$ cat src/rtl/softmax_vmax_reduce.sv
// softmax_vmax_reduce: scans one 32-lane fp32 vector LPC lanes per cycle and
// returns the largest value, its lane index and a NaN flag.
module softmax_vmax_reduce #(
   parameter int unsigned VLEN = 1024,
   parameter int unsigned ELEN = 32,
   parameter int unsigned LPC  = 4
) (
   input  logic            clock,
   input  logic            reset,
   input  logic            in_valid,
   output logic            in_ready,
   input  logic [VLEN-1:0] in_data,
   input  logic [5:0]      in_vl,
   output logic            out_valid,
   input  logic            out_ready,
   output logic [31:0]     out_max,
   output logic [4:0]      out_idx,
   output logic            out_nan
);

   localparam int unsigned NLANES = VLEN / ELEN;

   typedef enum logic [1:0] {IDLE, SCAN, DONE} state_t;

   state_t          state_q, state_d;
   logic [VLEN-1:0] buf_q, buf_d;
   logic [5:0]      vl_q, vl_d;
   logic [5:0]      ptr_q, ptr_d;
   logic [31:0]     acc_key_q, acc_key_d;
   logic [4:0]      acc_idx_q, acc_idx_d;
   logic            nan_q, nan_d;
   logic            in_ready_d, out_valid_d, out_nan_d;
   logic [31:0]     out_max_d;
   logic [4:0]      out_idx_d;
   logic [5:0]      scan_lane;
   logic [31:0]     scan_bits;

   // Monotonic ordering key: unsigned compare of keys matches fp32 order.
   function automatic logic [31:0] fp_key(input logic [31:0] b);
      return b[31] ? ~b : (b | 32'h8000_0000);
   endfunction

   // Inverse of fp_key, recovers the lane bit pattern from the accumulator.
   function automatic logic [31:0] key_bits(input logic [31:0] k);
      return k[31] ? {1'b0, k[30:0]} : ~k;
   endfunction

   function automatic logic is_nan(input logic [31:0] b);
      return (b[30:23] == 8'hFF) && (b[22:0] != 23'd0);
   endfunction

   // Next-state, scan datapath and result formation.
   always_comb begin
      state_d   = state_q;
      buf_d     = buf_q;
      vl_d      = vl_q;
      ptr_d     = ptr_q;
      acc_key_d = acc_key_q;
      acc_idx_d = acc_idx_q;
      nan_d     = nan_q;
      out_max_d = out_max;
      out_idx_d = out_idx;
      out_nan_d = out_nan;
      scan_lane = 6'd0;
      scan_bits = 32'd0;

      case (state_q)
         IDLE: begin
            if (in_valid) begin
               buf_d     = in_data;
               vl_d      = (in_vl > 6'(NLANES)) ? 6'(NLANES) : in_vl;
               ptr_d     = 6'd0;
               acc_key_d = 32'd0;
               acc_idx_d = 5'd0;
               nan_d     = 1'b0;
               if (vl_d == 6'd0) begin
                  state_d   = DONE;
                  out_max_d = 32'hFF80_0000;
                  out_idx_d = 5'd0;
                  out_nan_d = 1'b0;
               end else begin
                  state_d = SCAN;
               end
            end
         end
         SCAN: begin
            // Lanes visited in index order with strict compare: lower index wins ties.
            for (int unsigned j = 0; j < LPC; j++) begin
               scan_lane = ptr_q + 6'(j);
               scan_bits = buf_q[32'(5'(scan_lane)) * ELEN +: 32];
               if ((scan_lane < vl_q) && !nan_d) begin
                  if (is_nan(scan_bits)) begin
                     nan_d     = 1'b1;
                     acc_idx_d = 5'(scan_lane);
                  end else if (fp_key(scan_bits) > acc_key_d) begin
                     acc_key_d = fp_key(scan_bits);
                     acc_idx_d = 5'(scan_lane);
                  end
               end
            end
            ptr_d = ptr_q + 6'(LPC);
            if ((7'(ptr_q) + 7'(LPC)) >= 7'(vl_q)) begin
               state_d   = DONE;
               out_max_d = nan_d ? 32'h7FC0_0000 : key_bits(acc_key_d);
               out_idx_d = acc_idx_d;
               out_nan_d = nan_d;
            end
         end
         DONE: begin
            if (out_ready) state_d = IDLE;
         end
         default: state_d = IDLE;
      endcase

      in_ready_d  = (state_d == IDLE);
      out_valid_d = (state_d == DONE);
   end

   // State and datapath registers, synchronous reset.
   always_ff @(posedge clock) begin
      if (reset) begin
         state_q   <= IDLE;
         buf_q     <= '0;
         vl_q      <= 6'd0;
         ptr_q     <= 6'd0;
         acc_key_q <= 32'd0;
         acc_idx_q <= 5'd0;
         nan_q     <= 1'b0;
         in_ready  <= 1'b1;
         out_valid <= 1'b0;
         out_max   <= 32'd0;
         out_idx   <= 5'd0;
         out_nan   <= 1'b0;
      end else begin
         state_q   <= state_d;
         buf_q     <= buf_d;
         vl_q      <= vl_d;
         ptr_q     <= ptr_d;
         acc_key_q <= acc_key_d;
         acc_idx_q <= acc_idx_d;
         nan_q     <= nan_d;
         in_ready  <= in_ready_d;
         out_valid <= out_valid_d;
         out_max   <= out_max_d;
         out_idx   <= out_idx_d;
         out_nan   <= out_nan_d;
      end
   end

endmodule

$ cat config.mk
export PLATFORM = sky130hd
export DESIGN_NAME = softmax_vmax_reduce
export DESIGN_NICKNAME = d
export VERILOG_FILES = /design/src/rtl/softmax_vmax_reduce.sv
export SDC_FILE = /design/constraint.sdc
export NUM_CORES = 2
export LEC_CHECK = 0
export BUFFER_PORTS_ARGS = -buffer_cell sky130_fd_sc_hd__buf_4
export CAP_MARGIN = 10
export CELL_PAD_IN_SITES_DETAIL_PLACEMENT = 2
export CELL_PAD_IN_SITES_GLOBAL_PLACEMENT = 2
export CORE_AREA = 4 4 420 422
export DETAILED_ROUTE_END_ITERATION = 12
export DIE_AREA = 0 0 424 426
export PLACE_DENSITY_LB_ADDON = 0.1
export SYNTH_ARGS = -nofsm -noshare
export SYNTH_HDL_FRONTEND = slang
export SYNTH_SLANG_ARGS = --single-unit
$ cat constraint.sdc
create_clock -name clock -period 23.2 [get_ports clock]
set_clock_uncertainty 0.2 [all_clocks]
set_input_delay 2.32 -clock clock [delete_from_list [all_inputs] [get_ports clock]]
set_output_delay 2.32 -clock clock [all_outputs]
set_load 0.1 [all_outputs]
Word-level counts from Yosys, hierarchy flattened
Index checks and enable logic that the tools add are counted.
{"block": "totals", "latchBits": 0, "register_bits": 1116, "romBits": 0, "mem_count": 0, "ramBits": 0, "word_cells": 142}
{"block": "op_classes", "order_cmp": 10, "n_mul": 0, "n_shift": 4, "eq_ne": 10, "reduce_logical": 23, "n_div": 0, "addsub": 5, "n_mux": 73, "bitwise_logic": 5}
{"operator": "$shiftx A1024 B11 Y32", "count": 4}
{"operator": "$mux W32", "count": 26}
{"operator": "$not A32 Y32", "count": 5}
{"operator": "$gt A32 B32 Y1", "count": 4}
{"operator": "$pmux W32 S2", "count": 2}
{"operator": "$reduce_bool A23 Y1", "count": 4}
{"operator": "$mux W5", "count": 17}
{"operator": "$eq A8 B8 Y1 const B", "count": 4}
{"operator": "$lt A6 B6 Y1", "count": 4}
{"operator": "$pmux W5 S2", "count": 2}
{"operator": "$mux W1", "count": 16}
{"operator": "$add A6 B2 Y6 const B", "count": 2}
{"operator": "$mux W6", "count": 2}
{"operator": "$pmux W6 S2", "count": 1}
{"operator": "$logic_and A1 B1 Y1", "count": 8}
{"operator": "$mux W2", "count": 4}
{"operator": "$add A6 B3 Y7 const B", "count": 1}
{"operator": "$ge A7 B6 Y1", "count": 1}
{"operator": "$add A6 B1 Y6 const B", "count": 1}
{"operator": "$add A6 B3 Y6 const B", "count": 1}
{"operator": "$gt A6 B6 Y1 const B", "count": 1}
{"operator": "$logic_not A6 Y1", "count": 1}
{"operator": "$ne A2 B2 Y1 const B", "count": 3}
{"operator": "$pmux W2 S3", "count": 1}
{"operator": "8 further kinds", "count": 15}

Logic depth before layout (Yosys ltp)
{"block": "depth", "depth_word": 28, "depth_mapped": 66}

Worst setup path before layout
Ideal clock, no wire load.
{"block": "synth_timing", "path_type": "reg-to-reg", "start": "register ptr_q[2]", "end": "register out_max[0]", "required_ps": 22882, "synth_period_minus_slack_ps": 12730, "arrival_ps": 12413, "setup_slack_ps": 10470, "path_buffers": 15, "stages_incl_launch_ff": 60, "setup_time_ps": 118, "path_cell_list": "dfxtp_1 -> buf_2 -> buf_6 -> buf_4 -> buf_2 -> buf_2 -> buf_4 -> buf_4 -> buf_2 -> mux4_2 -> mux2i_1 -> xor2_1 -> ha_1 -> nand4_1 -> nor4_1 -> a21boi_0 -> o31a_1 -> o21ai_0 -> [... 24 more ...] -> clkbuf_1 -> clkbuf_1 -> nand2_1 -> o21ai_0 -> ha_1 -> a211oi_1 -> o21ai_0 -> a311oi_1 -> o21a_1 -> o211ai_1 -> o21ai_0 -> nand4b_2 -> or2_2 -> clkbuf_1 -> nand2_1 -> o221a_2 -> xor2_1 -> a22o_1"}
{"block": "synth_between", "elab_chain_len": 28, "word_cells_on_any_way": 79, "classes_between": "4 x add/sub; 9 x order compare; 5 x eq/ne; 4 x shift; 36 x mux; 5 x bitwise; 16 x reduce/logical"}
{"element": "start: declaration", "line_no": "28", "rtl": "logic [5:0] ptr_q, ptr_d;"}
{"element": "start signal: assignment", "line_no": "138", "rtl": "ptr_q <= ptr_d;"}
{"element": "$shiftx A1024 B11 Y32", "line_no": "90", "rtl": "scan_bits = buf_q[32'(5'(scan_lane)) * ELEN +: 32];"}
{"element": "$not A32 Y32", "line_no": "40", "rtl": "return b[31] ? ~b : (b | 32'h8000_0000);"}
{"element": "$mux W32", "line_no": "40"}
{"element": "$gt A32 B32 Y1", "line_no": "95", "rtl": "end else if (fp_key(scan_bits) > acc_key_d) begin"}
{"element": "$mux W32", "line_no": "95"}
{"element": "$mux W32", "line_no": "92", "rtl": "if (is_nan(scan_bits)) begin"}
{"element": "$mux W32", "line_no": "91", "rtl": "if ((scan_lane < vl_q) && !nan_d) begin"}
{"element": "$mux W32", "line_no": "67", "rtl": "case (state_q)"}
{"element": "[... 12 more ...]"}
{"element": "$mux W32", "line_no": "92"}
{"element": "$mux W32", "line_no": "91"}
{"element": "$mux W32", "line_no": "67"}
{"element": "$not A32 Y32", "line_no": "45", "rtl": "return k[31] ? {1'b0, k[30:0]} : ~k;"}
{"element": "$mux W32", "line_no": "45"}
{"element": "$mux W32", "line_no": "104", "rtl": "out_max_d = nan_d ? 32'h7FC0_0000 : key_bits(acc_key_d);"}
{"element": "$mux W32", "line_no": "102", "rtl": "if ((7'(ptr_q) + 7'(LPC)) >= 7'(vl_q)) begin"}
{"element": "$pmux W32 S2", "line_no": "67"}
{"element": "end signal: assignment", "line_no": "144", "rtl": "out_max <= out_max_d;"}
{"element": "end: declaration", "line_no": "16", "rtl": "output logic [31:0] out_max,"}
Several ways; a longest one is shown, not always the timed one. The select of a mux whose other input is x is not followed.
A chain may end at the register's enable or synchronous reset.

Worst setup path in the final report
{"block": "layout_timing", "start": "register ptr_q[3]", "end": "register out_max[12]"}
Same word-level chain as after synthesis.

==> impl_metrics.py <==
metrics = {
    "run_status": {
        "status": "finished clean",
    },
    "timing": {
        "min_period_ns": 16.10,
        "fin_setup_tns_ns": 0,
        "rsz0062_at_grt": "false",
        "finalCritPeriodShare": 0.694,
        "slew_headroom": 0.161,
        "max_freq_mhz": 62.1,
        "hold_viol": 0,
        "slew_viol_final": 0,
        "tightest_slew_ns": 1.26,
        "finalSetupViolCount": 0,
    },
    "setup_path": {
        "worst-endpoint-required_ns": 23.65,
        "crit_family": "compound AO/OA/AOI/OAI gates",
        "path_class": "flop to flop",
        "cpPeakStageDelay_ns": 1.01,
        "cp_num_buf_inv": 6,
        "critPathMaxFanout": 50,
        "startpoint": "ptr_q[3]$_SDFFE_PP0P_",
        "critPathArrivalTime_ns": 16.54,
        "reg2reg_from": "ptr_q[3]$_SDFFE_PP0P_",
        "cp-start-kind": "flop",
        "worstSetupEndpointType": "flop",
        "critPathSlowestCell": "a221oi_4",
    },
    "job": {
        "maxCapViolCount": 0,
    },
    "clocking": {
        "htree_levels": 4,
        "postCtsSetupBuffers": 0,
        "cts_hold_buf": 0,
        "cts_buffers": 139,
        "clockBufferDepth": 3,
        "post_cts_resized": 0,
        "clk_pin_slew_ns": 0.06,
        "clock-sinks": 1114,
        "cts_tree": "done",
        "clk_latency_ns": 0.77,
        "root_buffer": "clkbuf_16",
    },
    "pwr": {
        "switchingPower_uw": 2380,
        "vdd_drop_max_v": 0.0000809,
        "p_int_uw": 4140,
        "leakage_uw": 0.0269,
        "p_sw_frac": 0.365,
        "powerDensity_nw_per_um2": 96.9,
        "p_comb_frac": 0.328,
        "seq_power_share": 0.341,
        "power_uw": 6530,
        "p_clk_frac": 0.332,
    },
    "logic_synthesis": {
        "yosysTopAreaCell": "dfxtp_1",
        "yosysTopAreaCellShare": 0.418,
        "synth_top_cells_by_area": "dfxtp_1 (42%), nand2_1 (15%), a21oi_1 (10%)",
        "syn_area_sq_um": 53300,
        "ys_warn_count": 0,
        "synth_top_flop_cell": "dfxtp_1",
        "synthArstFlopShare": 0,
        "synth_seq_cells": 1114,
        "ys_seq_area_frac": 0.418,
        "synth_cells": 6362,
        "avgSynthCellArea_sq_um": 8.38,
        "synth_fp_nets": 7539,
        "synth-edff-count": 0,
        "ys_types": 70,
    },
    "floorplan": {
        "die_w_um": 424,
        "die_height_um": 426,
        "boundaryPins": 1074,
        "die-area_sq_um": 181000,
        "row_count": 153,
        "initial_core_util": 0.308,
        "core_area_sq_um": 173000,
    },
    "finish": {
        "fin_nets": 8316,
        "layout-drive-gt1-share": 0.224,
        "register_area_sq_um": 22300,
        "n_fill_cell": 19400,
        "synthToLayoutAreaGrowth_pct": 26.4,
        "multi_input_area_sq_um": 28700,
    },
    "route": {
        "drtIter0Drc": 3204,
        "drc": 0,
        "drt-total-wl_mm": 250,
        "ant_nets": 0,
        "vias_per_cell": 5.22,
        "post_drt_wl_per_cell_um": 26.1,
        "vias": 50100,
        "firstDrtPassIters": 5,
    },
    "grt": {
        "gr-usage-all-layers": 0.267,
        "antenna_found_initial": 34,
        "grt_pass1_vias": 53900,
        "grt_pass1_wl_mm": 362,
        "grt.overflow.total": 0,
        "grt_max_degree": 232,
    },
    "place": {
        "dp_hpwl_mm": 188,
        "io_buffers": 1073,
        "routabilityCongestion": 0.872,
    },
    "hold_path": {
        "hp-class": "flop to flop",
        "min-delay-start": "buf_q[835]$_SDFFE_PP0P_",
    },
}
flip-flops by register name, summed over array words and instances (netlist names), 2 cells and up:
name       flops
out_max       32
acc_key_q     32
ptr_q          4
out_idx        5
acc_idx_q      5
buf_q       1024
state_q        2
vl_q           6
power by group through the flow:
stage	combinational (uW)	clock (uW)	sequential (uW)
6_report	2140	2160	2220
5_1_grt	2330	2300	2240
4_1_cts	2150	2220	2230
3_5_place_dp	2140	0	2260
3_3_place_gp	2090	0	2260
2_1_floorplan	1270	0	2330
per-stage QoR:
step	area, sq um	hold slack (ns)	utilization	std cells	setup slack [ns]
6_report	67400	0.252	0.389	9590	7.10
5_1_grt	67400	0.269	0.389	9580	6.06
4_1_cts	67300	0.256	0.389	9564	7.07
3_5_place_dp	62800	0.248	0.363	9323	7.12
3_3_place_gp	62800	0.239	0.363	9323	7.54
2_1_floorplan	53300	0.232	-	6362	10.47
cell usage in the layout, fill, tap and decap left out, drive strengths merged, types with 20 or more instances in the layout:
| cell type | synthesis | layout |
|---|---|---|
| nand2 | 2133 | 2133 |
| buf | 105 | 1132 |
| a21oi | 1115 | 1115 |
| dfxtp | 1114 | 1114 |
| mux4 | 241 | 241 |
| mux2i | 231 | 231 |
| clkbuf | 391 | 217 |
| ha | 143 | 143 |
| xor2 | 120 | 120 |
| nor2 | 115 | 115 |
| inv | 90 | 94 |
| o21ai | 75 | 75 |
| nor3 | 48 | 48 |
| nand4 | 39 | 39 |
| xnor2 | 37 | 37 |
| a22oi | 37 | 37 |
| nand3 | 29 | 29 |
| diode | 0 | 26 |
| a21o | 26 | 26 |
| o22ai | 26 | 26 |
| a211oi | 25 | 25 |
| a22o | 22 | 22 |
| nor4 | 21 | 21 |
| mux2 | 20 | 20 |
cell usage after synthesis, drive strengths merged, types with 7 or more instances:
cell type  count
mux4         241
o22ai         26
a22o          22
nand2       2133
o21a          19
a211oi        25
nor2         115
clkbuf       391
nor3          48
o211ai         8
ha           143
xnor2         37
nor2b         11
a21oi       1115
nand4         39
nand3         29
a22oi         37
o22a           7
nand2b        12
nor4          21
nor3b          9
buf          105
mux2          20
dfxtp       1114
xor2         120
mux2i        231
and3          11
a21o          26
inv           90
o21ai         75
worst register-to-register path, delay by kind of cell (launching register included):
family / cells / cell delay (ns)
AO/OA/AOI/OAI: 20 / 5.13
adder cells (fa/ha/maj): 4 / 1.34
multiplexers: 2 / 0.96
AND/OR/NAND/NOR: 15 / 4.70
XOR/XNOR: 2 / 0.27
flip-flops: 1 / 0.59
buffers and inverters: 6 / 2.81
layout make-up:
cell class,instances,share of cell area
Tap cell,2325,0.0432
Timing Repair Buffer,1132,0.128
Clock buffer,217,0.0628
Sequential cell,1114,0.331
Antenna cell,26,0.000966
Inverter,91,0.00518
Multi-Input combinational cell,4661,0.425
Clock inverter,24,0.00379
routing by layer:
metal	vias up	share of wire	global-route usage
li1	23300	-	-
met1	25300	0.42	0.328
met2	1143	0.50	0.468
met3	333	0.044	0.0452
met4	18	0.036	0.0953
met5	-	0.00047	0
path summary, 6_finish.rpt:
path | end | slack [ns] | depth (start not counted)
setup / recovery | out_max[12]$_SDFFE_PP0P_ | 7.10 | 49
hold / removal | buf_q[835]$_SDFFE_PP0P_ | 0.25 | 2
setup reg to reg | out_max[12]$_SDFFE_PP0P_ | 7.10 | 49
hold reg to reg | buf_q[835]$_SDFFE_PP0P_ | 0.25 | 2
kinds of logic (layout without fill, tap and decap cells):
logic type	Yosys count	count (layout)	synth area share
AO/OA/AOI/OAI	1412	1412	0.145
XOR/XNOR	157	157	0.0258
adder cells (fa/ha/maj)	143	143	0.0336
buffers and inverters	587	1464	0.0453
flip-flops	1114	1114	0.418
multiplexers	492	492	0.150
other	0	26	0
AND/OR/NAND/NOR	2457	2457	0.183
(Power assumes the default switching activity.)
